File: config.mk
export PLATFORM = sky130hd
export DESIGN_NAME = painterengine_gpu_dma_burst_writer
export DESIGN_NICKNAME = d
export VERILOG_FILES = /design/src/rtl/painterengine_gpu_dma_pkg.sv /design/src/rtl/painterengine_gpu_dma_burst_calc.sv /design/src/rtl/painterengine_gpu_dma_burst_writer.sv
export SDC_FILE = /design/constraint.sdc
export NUM_CORES = 1
export LEC_CHECK = 0
export BUFFER_PORTS_ARGS = -buffer_cell sky130_fd_sc_hd__buf_4
export CAP_MARGIN = 20
export CELL_PAD_IN_SITES_DETAIL_PLACEMENT = 1
export CELL_PAD_IN_SITES_GLOBAL_PLACEMENT = 2
export CORE_UTILIZATION = 26
export CTS_BUF_LIST = sky130_fd_sc_hd__clkbuf_8 sky130_fd_sc_hd__clkbuf_16
export CTS_CLUSTER_DIAMETER = 60
export DETAILED_ROUTE_END_ITERATION = 12
export PLACE_DENSITY_LB_ADDON = 0.1
export SYNTH_ARGS = -nofsm -noshare
export SYNTH_HDL_FRONTEND = slang
export SYNTH_SLANG_ARGS = --single-unit
File: constraint.sdc
create_clock -name i_wire_clock -period 3.4 [get_ports i_wire_clock]
set_clock_uncertainty 0.05 [all_clocks]
set_input_delay 0.17 -clock i_wire_clock [delete_from_list [all_inputs] [get_ports i_wire_clock]]
set_output_delay 0.17 -clock i_wire_clock [all_outputs]
set_load 0.1 [all_outputs]
File: src/rtl/painterengine_gpu_dma_pkg.sv
// Shared definitions for the PainterEngine GPU DMA engines (writer and reader):
// FSM states, error codes, page geometry and fixed AXI4 attribute values.
package painterengine_gpu_dma_pkg;

  typedef enum logic [3:0] {
    ST_IDLE,
    ST_CHECK,
    ST_CALC0,
    ST_CALC1,
    ST_AW,
    ST_W,
    ST_B,
    ST_DONE,
    ST_ERR
  } dma_state_e;

  localparam logic [2:0] ERR_NONE       = 3'd0;
  localparam logic [2:0] ERR_ROUTER     = 3'd1;
  localparam logic [2:0] ERR_ALIGN      = 3'd2;
  localparam logic [2:0] ERR_LENGTH     = 3'd3;
  localparam logic [2:0] ERR_AW_TIMEOUT = 3'd4;
  localparam logic [2:0] ERR_W_TIMEOUT  = 3'd5;
  localparam logic [2:0] ERR_BRESP      = 3'd6;
  localparam logic [2:0] ERR_B_TIMEOUT  = 3'd7;

  localparam int unsigned PAGE_BYTES = 4096;
  localparam int unsigned PAGE_BITS  = 12;

  localparam logic [0:0] AXI_ID         = 1'b0;
  localparam logic [1:0] AXI_BURST_INCR = 2'b01;
  localparam logic       AXI_LOCK       = 1'b0;
  localparam logic [3:0] AXI_CACHE      = 4'b0010;
  localparam logic [2:0] AXI_PROT       = 3'b000;
  localparam logic [3:0] AXI_QOS        = 4'b0000;

  // AXI AxSIZE encoding for a beat of the given data width
  function automatic logic [2:0] axi_size(input int unsigned data_width);
    return 3'($clog2(data_width / 8));
  endfunction

endpackage

File: src/rtl/painterengine_gpu_dma_burst_calc.sv
// Two-stage registered burst planner: beat address from base+offset, then the
// largest burst bounded by remaining beats, the burst limit and the 4 KB page.
module painterengine_gpu_dma_burst_calc
  import painterengine_gpu_dma_pkg::*;
#(
  parameter int unsigned PARAM_DATA_WIDTH = 32,
  parameter int unsigned PARAM_MAX_BURST  = 256
) (
  input  logic        i_wire_clock,
  input  logic [31:0] i_wire_address,
  input  logic [31:0] i_wire_offset,
  input  logic [31:0] i_wire_length,
  output logic [31:0] o_wire_address,
  output logic [8:0]  o_wire_burst
);

  localparam int unsigned SIZE      = $clog2(PARAM_DATA_WIDTH / 8);
  localparam logic [8:0]  MAX_BEATS = 9'(PARAM_MAX_BURST);

  logic [31:0] waddr_q;
  logic [31:0] remain_q;
  logic [12:0] page_bytes;
  logic [12:0] page_beats;
  logic [8:0]  remain_sat;
  logic [8:0]  page_sat;
  logic [8:0]  burst_d;

  always_ff @(posedge i_wire_clock) begin
    waddr_q  <= i_wire_address + (i_wire_offset << SIZE);
    remain_q <= i_wire_length - i_wire_offset;
  end

  // Both operands saturate at 256 so the min() fits a 9-bit compare
  always_comb begin
    page_bytes = 13'(PAGE_BYTES) - {1'b0, waddr_q[PAGE_BITS-1:0]};
    page_beats = page_bytes >> SIZE;
    remain_sat = (remain_q > 32'd256) ? 9'd256 : remain_q[8:0];
    page_sat   = (page_beats > 13'd256) ? 9'd256 : page_beats[8:0];
    burst_d    = remain_sat;
    if (MAX_BEATS < burst_d) burst_d = MAX_BEATS;
    if (page_sat < burst_d)  burst_d = page_sat;
  end

  always_ff @(posedge i_wire_clock) begin
    o_wire_address <= waddr_q;
    o_wire_burst   <= burst_d;
  end

endmodule

File: src/rtl/painterengine_gpu_dma_burst_writer.sv
// AXI4 write-master DMA: selects one requester channel and streams its data to
// memory as page-safe INCR bursts, one burst outstanding at a time.
module painterengine_gpu_dma_burst_writer
  import painterengine_gpu_dma_pkg::*;
#(
  parameter int unsigned PARAM_CHANNELS   = 4,
  parameter int unsigned PARAM_DATA_WIDTH = 32,
  parameter int unsigned PARAM_MAX_BURST  = 256,
  parameter int unsigned PARAM_TIMEOUT    = 256
) (
  input  logic                                   i_wire_clock,
  input  logic                                   i_wire_reset,
  input  logic [PARAM_CHANNELS-1:0]              i_wire_router,
  input  logic [32*PARAM_CHANNELS-1:0]           i_wire_address,
  input  logic [32*PARAM_CHANNELS-1:0]           i_wire_length,
  input  logic [PARAM_DATA_WIDTH*PARAM_CHANNELS-1:0] i_wire_data,
  input  logic [PARAM_CHANNELS-1:0]              i_wire_data_valid,
  output logic [PARAM_CHANNELS-1:0]              o_wire_data_next,
  output logic                                   o_wire_done,
  output logic                                   o_wire_error,
  output logic [2:0]                             o_wire_error_type,
  output logic [0:0]                             o_wire_M_AXI_AWID,
  output logic [31:0]                            o_wire_M_AXI_AWADDR,
  output logic [7:0]                             o_wire_M_AXI_AWLEN,
  output logic [2:0]                             o_wire_M_AXI_AWSIZE,
  output logic [1:0]                             o_wire_M_AXI_AWBURST,
  output logic                                   o_wire_M_AXI_AWLOCK,
  output logic [3:0]                             o_wire_M_AXI_AWCACHE,
  output logic [2:0]                             o_wire_M_AXI_AWPROT,
  output logic [3:0]                             o_wire_M_AXI_AWQOS,
  output logic                                   o_wire_M_AXI_AWVALID,
  input  logic                                   i_wire_M_AXI_AWREADY,
  output logic [PARAM_DATA_WIDTH-1:0]            o_wire_M_AXI_WDATA,
  output logic [PARAM_DATA_WIDTH/8-1:0]          o_wire_M_AXI_WSTRB,
  output logic                                   o_wire_M_AXI_WLAST,
  output logic                                   o_wire_M_AXI_WVALID,
  input  logic                                   i_wire_M_AXI_WREADY,
  input  logic [0:0]                             i_wire_M_AXI_BID,
  input  logic [1:0]                             i_wire_M_AXI_BRESP,
  input  logic                                   i_wire_M_AXI_BVALID,
  output logic                                   o_wire_M_AXI_BREADY
);

  localparam int unsigned CH_W  = (PARAM_CHANNELS > 1) ? $clog2(PARAM_CHANNELS) : 1;
  localparam int unsigned SIZE  = $clog2(PARAM_DATA_WIDTH / 8);
  localparam int unsigned TMR_W = $clog2(PARAM_TIMEOUT + 1);

  dma_state_e state_q, state_d;
  logic [2:0]       err_q, err_d;
  logic [CH_W-1:0]  ch_q;
  logic [31:0]      addr_q;
  logic [31:0]      len_q;
  logic [31:0]      offset_q;
  logic [8:0]       beat_q;
  logic             wlast_q;
  logic [TMR_W-1:0] timer_q;

  logic [3:0]                  router_count;
  logic [CH_W-1:0]             router_index;
  logic                        router_onehot;
  logic [31:0]                 sel_addr;
  logic [31:0]                 sel_len;
  logic [PARAM_DATA_WIDTH-1:0] ch_data;
  logic                        ch_valid;
  logic [31:0]                 calc_addr;
  logic [8:0]                  calc_burst;
  logic                        aw_fire, w_fire, b_fire, expire;

  always_comb begin
    router_count = '0;
    router_index = '0;
    sel_addr     = '0;
    sel_len      = '0;
    for (int unsigned i = 0; i < PARAM_CHANNELS; i++) begin
      if (i_wire_router[i]) begin
        router_count = router_count + 4'd1;
        router_index = CH_W'(i);
        sel_addr     = i_wire_address[i*32 +: 32];
        sel_len      = i_wire_length[i*32 +: 32];
      end
    end
    router_onehot = (router_count == 4'd1);
  end

  always_comb begin
    ch_data  = i_wire_data[PARAM_DATA_WIDTH-1:0];
    ch_valid = 1'b0;
    for (int unsigned i = 0; i < PARAM_CHANNELS; i++) begin
      if (CH_W'(i) == ch_q) begin
        ch_data  = i_wire_data[i*PARAM_DATA_WIDTH +: PARAM_DATA_WIDTH];
        ch_valid = i_wire_data_valid[i];
      end
    end
  end

  painterengine_gpu_dma_burst_calc #(
    .PARAM_DATA_WIDTH(PARAM_DATA_WIDTH),
    .PARAM_MAX_BURST (PARAM_MAX_BURST)
  ) u_calc (
    .i_wire_clock  (i_wire_clock),
    .i_wire_address(addr_q),
    .i_wire_offset (offset_q),
    .i_wire_length (len_q),
    .o_wire_address(calc_addr),
    .o_wire_burst  (calc_burst)
  );

  // A response carrying a foreign ID is not ours; it is left to time out
  assign aw_fire = (state_q == ST_AW) && i_wire_M_AXI_AWREADY;
  assign w_fire  = (state_q == ST_W) && ch_valid && i_wire_M_AXI_WREADY;
  assign b_fire  = (state_q == ST_B) && i_wire_M_AXI_BVALID && (i_wire_M_AXI_BID == AXI_ID);
  assign expire  = (timer_q == TMR_W'(PARAM_TIMEOUT - 1));

  always_comb begin
    state_d = state_q;
    err_d   = err_q;
    unique case (state_q)
      ST_IDLE: begin
        if (i_wire_router != '0) begin
          if (router_onehot) begin
            state_d = ST_CHECK;
          end else begin
            state_d = ST_ERR;
            err_d   = ERR_ROUTER;
          end
        end
      end
      ST_CHECK: begin
        if (addr_q[SIZE-1:0] != '0) begin
          state_d = ST_ERR;
          err_d   = ERR_ALIGN;
        end else if (len_q == '0) begin
          state_d = ST_ERR;
          err_d   = ERR_LENGTH;
        end else begin
          state_d = ST_CALC0;
        end
      end
      ST_CALC0: state_d = ST_CALC1;
      ST_CALC1: state_d = ST_AW;
      ST_AW: begin
        if (aw_fire) begin
          state_d = ST_W;
        end else if (expire) begin
          state_d = ST_ERR;
          err_d   = ERR_AW_TIMEOUT;
        end
      end
      ST_W: begin
        if (w_fire) begin
          if (wlast_q) state_d = ST_B;
        end else if (expire) begin
          state_d = ST_ERR;
          err_d   = ERR_W_TIMEOUT;
        end
      end
      ST_B: begin
        if (b_fire) begin
          if (i_wire_M_AXI_BRESP[1]) begin
            state_d = ST_ERR;
            err_d   = ERR_BRESP;
          end else if (offset_q >= len_q) begin
            state_d = ST_DONE;
          end else begin
            state_d = ST_CALC0;
          end
        end else if (expire) begin
          state_d = ST_ERR;
          err_d   = ERR_B_TIMEOUT;
        end
      end
      ST_DONE, ST_ERR: begin
        if (i_wire_router == '0) begin
          state_d = ST_IDLE;
          err_d   = ERR_NONE;
        end
      end
      default: state_d = ST_IDLE;
    endcase
  end

  always_ff @(posedge i_wire_clock) begin
    if (i_wire_reset) begin
      state_q  <= ST_IDLE;
      err_q    <= ERR_NONE;
      ch_q     <= '0;
      addr_q   <= '0;
      len_q    <= '0;
      offset_q <= '0;
      beat_q   <= '0;
      wlast_q  <= 1'b0;
      timer_q  <= '0;
    end else begin
      state_q <= state_d;
      err_q   <= err_d;
      if (state_q == ST_IDLE && router_onehot) begin
        ch_q   <= router_index;
        addr_q <= sel_addr;
        len_q  <= sel_len;
      end
      if ((state_q == ST_DONE || state_q == ST_ERR) && state_d == ST_IDLE) begin
        offset_q <= '0;
      end
      if (aw_fire) begin
        beat_q  <= '0;
        wlast_q <= (calc_burst == 9'd1);
      end
      // WLAST is staged one beat ahead so it lines up with the final beat
      if (w_fire) begin
        if (wlast_q) begin
          wlast_q  <= 1'b0;
          offset_q <= offset_q + 32'(calc_burst);
        end else begin
          beat_q  <= beat_q + 9'd1;
          wlast_q <= (beat_q + 9'd2 == calc_burst);
        end
      end
      if (state_d != state_q || aw_fire || w_fire || b_fire) begin
        timer_q <= '0;
      end else if (state_q == ST_AW || state_q == ST_W || state_q == ST_B) begin
        timer_q <= timer_q + 1'b1;
      end else begin
        timer_q <= '0;
      end
    end
  end

  always_comb begin
    o_wire_data_next = '0;
    for (int unsigned i = 0; i < PARAM_CHANNELS; i++) begin
      o_wire_data_next[i] = w_fire && (CH_W'(i) == ch_q);
    end
  end

  assign o_wire_done       = (state_q == ST_DONE);
  assign o_wire_error      = (state_q == ST_ERR);
  assign o_wire_error_type = err_q;

  assign o_wire_M_AXI_AWID    = AXI_ID;
  assign o_wire_M_AXI_AWADDR  = calc_addr;
  assign o_wire_M_AXI_AWLEN   = 8'(calc_burst - 9'd1);
  assign o_wire_M_AXI_AWSIZE  = axi_size(PARAM_DATA_WIDTH);
  assign o_wire_M_AXI_AWBURST = AXI_BURST_INCR;
  assign o_wire_M_AXI_AWLOCK  = AXI_LOCK;
  assign o_wire_M_AXI_AWCACHE = AXI_CACHE;
  assign o_wire_M_AXI_AWPROT  = AXI_PROT;
  assign o_wire_M_AXI_AWQOS   = AXI_QOS;
  assign o_wire_M_AXI_AWVALID = (state_q == ST_AW);

  assign o_wire_M_AXI_WDATA  = ch_data;
  assign o_wire_M_AXI_WSTRB  = '1;
  assign o_wire_M_AXI_WLAST  = wlast_q && (state_q == ST_W);
  assign o_wire_M_AXI_WVALID = (state_q == ST_W) && ch_valid;

  assign o_wire_M_AXI_BREADY = (state_q == ST_B);

endmodule

## After elaboration in Yosys (flattened, before gate mapping)

Index checks and enable logic that the tools add are counted.

- $lt $le $gt $ge: 5
- Eq/ne operators: 26
- Bitwise logic cells: 2
- Multiplexer cells: 61
- Reduce and logical (&&, ||, !) cells: 30
- $add $sub $neg: 11

Operators with widths:

| operator | number |
|---|---|
| $mux W32 | 14 |
| $mux W9 | 7 |
| $mux W4 | 14 |
| $mux W3 | 13 |
| $add A32 B32 Y32 | 1 |
| $add A32 B9 Y32 | 1 |
| $ge A32 B32 Y1 | 1 |
| $gt A32 B9 Y1 const B | 1 |
| $logic_not A32 Y1 | 1 |
| $pmux W4 S8 | 1 |
| $sub A32 B32 Y32 | 1 |
| $add A9 B1 Y9 const B | 2 |
| $pmux W3 S6 | 1 |
| $eq A4 B3 Y1 const B | 4 |
| $sub A13 B12 Y13 const A | 1 |
| $add A4 B1 Y4 const B | 3 |
| $logic_and A1 B1 Y1 | 12 |
| $logic_not A4 Y1 | 3 |
| $ne A2 B2 Y1 const B | 6 |
| $gt A11 B9 Y1 const B | 1 |
| $reduce_and A11 Y1 | 1 |
| $add A9 B2 Y9 const B | 1 |
| $eq A9 B1 Y1 const B | 1 |
| $eq A9 B8 Y1 const B | 1 |
| other kinds (23) | 43 |

- Input port bits: 400
- Bits in registers: 229
- Output and inout bits: 107

## Depth between registers and ports, before layout

- Word-level depth: 16
- Mapped depth: 15

## Modules after synthesis

From an unflattened synthesis, not the netlist that was laid out.

- Cell total of the unflattened synthesis: 1784
- Area total of the unflattened synthesis: 15193.3 sq um

By module, submodules not included:

| module | area an instance (sq um) | instances | cells each |
|---|---|---|---|
| painterengine_gpu_dma_burst_writer | 9210.1 | 1 | 1099 |
| painterengine_gpu_dma_burst_calc | 5983.2 | 1 | 685 |

## Least setup slack after synthesis

Ideal clock, no wire load.

- Path kind: register to register
- Start: register state_q[2]
- End: register offset_q[14]
- Buffers on the path: 3
- Arrival time: 4997 ps
- Library setup time: 70 ps
- Path slack: -1718 ps
- Required time: 3280 ps
- Stages on the path, launching flop included: 12
- Path through: dfxtp_1 > clkbuf_1 > nor4b_1 > a31oi_1 > nor2_1 > a2bb2oi_1 > nand4_1 > or3_1 > clkbuf_1 > buf_2 > o311ai_0 > a21oi_1

RTL lines:

| element | RTL line | source |
|---|---|---|
| start, declared | painterengine_gpu_dma_burst_writer.sv:48 | `dma_state_e state_q, state_d;` |
| start signal, assigned | painterengine_gpu_dma_burst_writer.sv:194 | `state_q <= state_d;` |
| $eq A4 B4 Y1 (*) | -- |  |
| named net o_wire_error | painterengine_gpu_dma_burst_writer.sv:20 | `output logic o_wire_error,` |
| $reduce_or A2 Y1 | painterengine_gpu_dma_burst_writer.sv:117 | `unique case (state_q)` |
| $pmux W4 S8 | painterengine_gpu_dma_burst_writer.sv:117 |  |
| $logic_not A4 Y1 | painterengine_gpu_dma_burst_writer.sv:201 | `if ((state_q == ST_DONE \|\| state_q == ST_ERR) && state_d == ST_IDLE) begin` |
| $logic_and A1 B1 Y1 (*) | painterengine_gpu_dma_burst_writer.sv:201 |  |
| $mux W32 (*) | painterengine_gpu_dma_burst_writer.sv:201 |  |
| $mux W32 | painterengine_gpu_dma_burst_writer.sv:210 | `if (wlast_q) begin` |
| $mux W32 (*) | painterengine_gpu_dma_burst_writer.sv:209 | `if (w_fire) begin` |
| end signal, assigned | painterengine_gpu_dma_burst_writer.sv:212 | `offset_q <= offset_q + 32'(calc_burst);` |
| end, declared | painterengine_gpu_dma_burst_writer.sv:53 | `logic [31:0] offset_q;` |

The timed path passes the listed nets; every way through them passes the cells marked *.
A chain may end at the register's enable or synchronous reset.

## Worst setup path after layout

- Start: register u_calc.waddr_q[0]
- End: register u_calc.o_wire_burst[7]

- Cells in the longest elaborated chain, start to end: 5

Ends and longest elaborated chain:

| element | RTL line | source |
|---|---|---|
| start, declared | painterengine_gpu_dma_burst_calc.sv:20 | `logic [31:0] waddr_q;` |
| start signal, assigned | painterengine_gpu_dma_burst_calc.sv:29 | `waddr_q <= i_wire_address + (i_wire_offset << SIZE);` |
| $sub A13 B12 Y13 (*) | painterengine_gpu_dma_burst_calc.sv:35 | `page_bytes = 13'(PAGE_BYTES) - {1'b0, waddr_q[PAGE_BITS-1:0]};` |
| $gt A11 B9 Y1 | painterengine_gpu_dma_burst_calc.sv:38 | `page_sat = (page_beats > 13'd256) ? 9'd256 : page_beats[8:0];` |
| $mux W9 (*) | painterengine_gpu_dma_burst_calc.sv:38 |  |
| $lt A9 B9 Y1 | painterengine_gpu_dma_burst_calc.sv:41 | `if (page_sat < burst_d) burst_d = page_sat;` |
| $mux W9 (*) | painterengine_gpu_dma_burst_calc.sv:41 |  |
| named net u_calc.burst_d[7] | painterengine_gpu_dma_burst_calc.sv:26 | `logic [8:0] burst_d;` |
| end signal, assigned | painterengine_gpu_dma_burst_calc.sv:46 | `o_wire_burst <= burst_d;` |
| end, declared | painterengine_gpu_dma_burst_calc.sv:14 | `output logic [8:0] o_wire_burst` |

Marked as above.

==> flow_summary_export.csv <==
group,metric,value,unit
layout,layout.nets,2726,
power,p_leak,8.92,nW
route,wl,58500,um
synthesis,synth-simple-area-share,0.185,
synthesis,synth_xor_area_frac,0.0506,
clocking,cts_root_buf,"clkbuf_16",
sta,maxSlewViolCount,0,
clocking,clkSinkCount,229,
worst_setup_path,cp-start-kind,"register",
job,cap_violations,0,
route,vias,15100,
power,p_per_area,652,nW/um^2
synthesis,synthArstFlopShare,0,
worst_setup_path,r2r_slack,0.007,ns
sta,finalHoldViolations,0,
route,wire_per_inst,19.8,um
synthesis,ys_seq_elements,229,
worst_setup_path,critPathMaxFanout,8,
power,p_total,13.6,mW
clocking,cts_buffer_depth,3,
worst_setup_path,critPathMaxStageDelay,0.57,ns
layout,stdcell_area,20900,um^2
worst_setup_path,rr_startpoint,"u_calc.waddr_q[0]",
clocking,clk_latency,0.55,ns
worst_setup_path,crit_type,"register to register",
route,remaining_drc_errors,0,
synthesis,ys.flop_type,"dfxtp_1",
sta,rsz0062_at_grt,"true",
floorplanning,fp-row-count,85,
route,postRouteAntennaNets,0,
global_route,grt-ovfl-total,0,
global_route,grt_pass1_wl,90000,um
power,ir_worst_vdd,315,uV
route,via_per_inst,5.08,
synthesis,synth_top_family_by_area,"compound AO/OA/AOI/OAI gates",
synthesis,ys_seq_area_frac,0.323,
sta,setup_viol,0,
global_route,grt_usage,0.206,
placement,gp_congestion,0.842,
floorplanning,fp.coreArea,53900,um^2
sta,max_freq,295,MHz
clocking,h-tree-depth,2,
global_route,grt_pass1_vias,15800,
synthesis,yosysWarnings,0,
route,dr.first_iter.drc_count,649,
placement,placed_cell_area,18700,um^2
synthesis,synthMuxAreaShare,0.0617,
worst_setup_path,crit_top_cell,"or3_4",
worst_setup_path,cp.arrival,3.79,ns
worst_setup_path,cp-end-kind,"register",
worst_setup_path,crit_start,"u_calc.waddr_q[0]",
sta,tightest_slew,0.709,ns
floorplanning,die_x,236,um
worst_setup_path,cpMaxStageDelayCell,"or4_4",
synthesis,netlist_area,14200,um^2
floorplanning,die_y,236,um
floorplanning,initial_core_util,0.263,
synthesis,synth.distinct_cells,80,
layout,areaGrowthSynthToFinish,47.2,%
synthesis,avgSynthCellArea,8.50,um^2
placement,dp_slack,-0.0895,ns
sta,fin_ws,0.00731,ns
sta,fin_crit,3.39,ns
status,outcome,"completed",
worst_setup_path,crit_buf_inv,2,
clocking,cts_buffers,35,
worst_setup_path,crit_chain,"or3_4, or2_4, or3_4, or4_4, xor2_1, nand2_1, inv_1, ha_2, a2111o_1, a21oi_2, buf_6, mux2i_1",
synthesis,synth_compound_area_frac,0.238,
worst_setup_path,critical_path.endpoint,"u_calc.o_wire_burst[7]",
layout,drive_gt1_frac,0.299,
route,dr.pass1.iters,5,
clocking,clkTransAtPathRegs,0.05,ns
placement,portBuffers,483,
global_route,antenna_found_initial,3,
synthesis,synthAdderAreaFrac,0.0809,
global_route,grt_max_degree,80,
synthesis,synth-edff-count,0,
sta,slew_headroom,0.524,
worst_setup_path,reg2reg_to,"u_calc.o_wire_burst[7]",
placement,dpl.hpwl,47000,um
floorplanning,io_pins,507,
sta,hold_ws,0.0172,ns
worst_setup_path,cp.depth,12,
clocking,cts_tree,"built",
worst_setup_path,path_delay_family,"simple AND/OR/NAND/NOR gates",
worst_setup_path,crit_required,3.80,ns
sta,finalCritPeriodShare,0.998,
floorplanning,die-area,55500,um^2
min_path,hold_class,"input port to register",
layout,final_util,0.388,
synthesis,synth_cells,1670,
worst_setup_path,reg2reg_depth,12,
-- worst min-delay path by stage --
stage,from,end,slack [ns],depth (start not counted)
6_report,i_wire_length[3],len_q[3],0.02,3
5_1_grt,i_wire_address[8],addr_q[8],0.02,3
4_1_cts,i_wire_length[98],len_q[2],0.0002,3
3_5_place_dp,u_calc.waddr_q[18],u_calc.o_wire_address[18],0.26,0
3_3_place_gp,u_calc.waddr_q[18],u_calc.o_wire_address[18],0.26,0
2_1_floorplan,u_calc.waddr_q[12],u_calc.o_wire_address[12],0.26,0
-- what timing repair did --
| action | 4_1_cts | 5_1_grt |
|---|---|---|
| pin swaps | 3 | 0 |
| buffers inserted | 3 | 2 |
| hold buffers | 84 | 0 |
| endpoints found under the hold margin | 46 | 0 |
| setup endpoints to repair | 9 | 9 |
| gates resized for setup | 5 | 1 |
-- registers in the layout (all words and copies together), names as in the netlist, 4 cells and up --
register,cells
u_calc.o_wire_address,32
u_calc.waddr_q,32
beat_q,9
u_calc.o_wire_burst,9
addr_q,32
offset_q,32
len_q,32
timer_q,9
u_calc.remain_q,32
state_q,4
-- cell families after synthesis --
group | Yosys count
other | 2
XOR/XNOR | 82
multiplexers | 46
flip-flops | 229
adder cells (fa/ha/maj) | 90
AO/OA/AOI/OAI | 474
AND/OR/NAND/NOR | 544
buffers and inverters | 203
-- worst reg2reg max path, cell delays in order (launching register included) --
cell,delay [ns]
dfxtp_1,0.31
or3_4,0.39
or2_4,0.24
or3_4,0.34
or4_4,0.57
xor2_1,0.16
nand2_1,0.10
inv_1,0.06
ha_2,0.19
a2111o_1,0.35
a21oi_2,0.19
buf_6,0.18
mux2i_1,0.20
-- synth_stat cells (all sizes together), types with 47 or more instances --
master  count  area, um^2
a21oi      94         478
dfxtp     229        4580
xnor2      50         438
ha         87        1090
a22oi      65         488
nor2      217         815
nand2      81         304
a221oi     68         602
clkbuf     75         282
nand3      47         240
inv        87         327
a211oi     78         598
-- cells in the final DEF (no fill, tap or decap), types with 36 or more instances in the layout --
master         synthesis  layout
dlygate4sd3_1          0      84
xnor2_1               50      50
nand2_1               81      81
nor2_1               217     216
a22oi_1               65      65
buf_4                 22     535
ha_1                  87      85
a21oi_1               92      92
clkbuf_16              0      36
a221oi_1              67      67
inv_1                 87      87
nor3_1                42      42
a211oi_1              77      77
nand3_1               46      45
dfxtp_1              229     227
o21ai_0               43      43
-- metal layers --
layer  vias up  routed length [um]  global-route usage  share of wire
met3        60                2400              0.0337          0.041
met5         -                   0                   0              0
li1       7357                   -                   -              -
met4         0                 957              0.0483          0.016
met2       314               28300               0.353           0.48
met1      7320               26800               0.268           0.46
-- report_power, final --
part | switching, mW | total [mW] | internal, mW
Clock | 1.44 | 3.84 | 2.41
Combinational | 3.85 | 6.11 | 2.26
Sequential | 0.391 | 3.68 | 3.29
Total | 5.68 | 13.6 | 7.95
-- cell type report --
type	count	area [um^2]
Sequential cell	229	4590
Antenna cell	1	2.50
Tap cell	696	871
Inverter	87	327
Multi-Input combinational cell	1258	8890
Fill cell	6321	33000
Clock inverter	26	323
Timing Repair Buffer	625	4970
Clock buffer	38	928
-- per-stage QoR --
stage / TNS (ns) / std cells
4_1_cts: 0 / 2957
5_1_grt: -0.866 / 2959
6_report: 0 / 2960
3_5_place_dp: -0.604 / 2806
2_1_floorplan: -0.121 / 1690
3_3_place_gp: -0.00311 / 2806
Power figures use the tool's default switching activity.
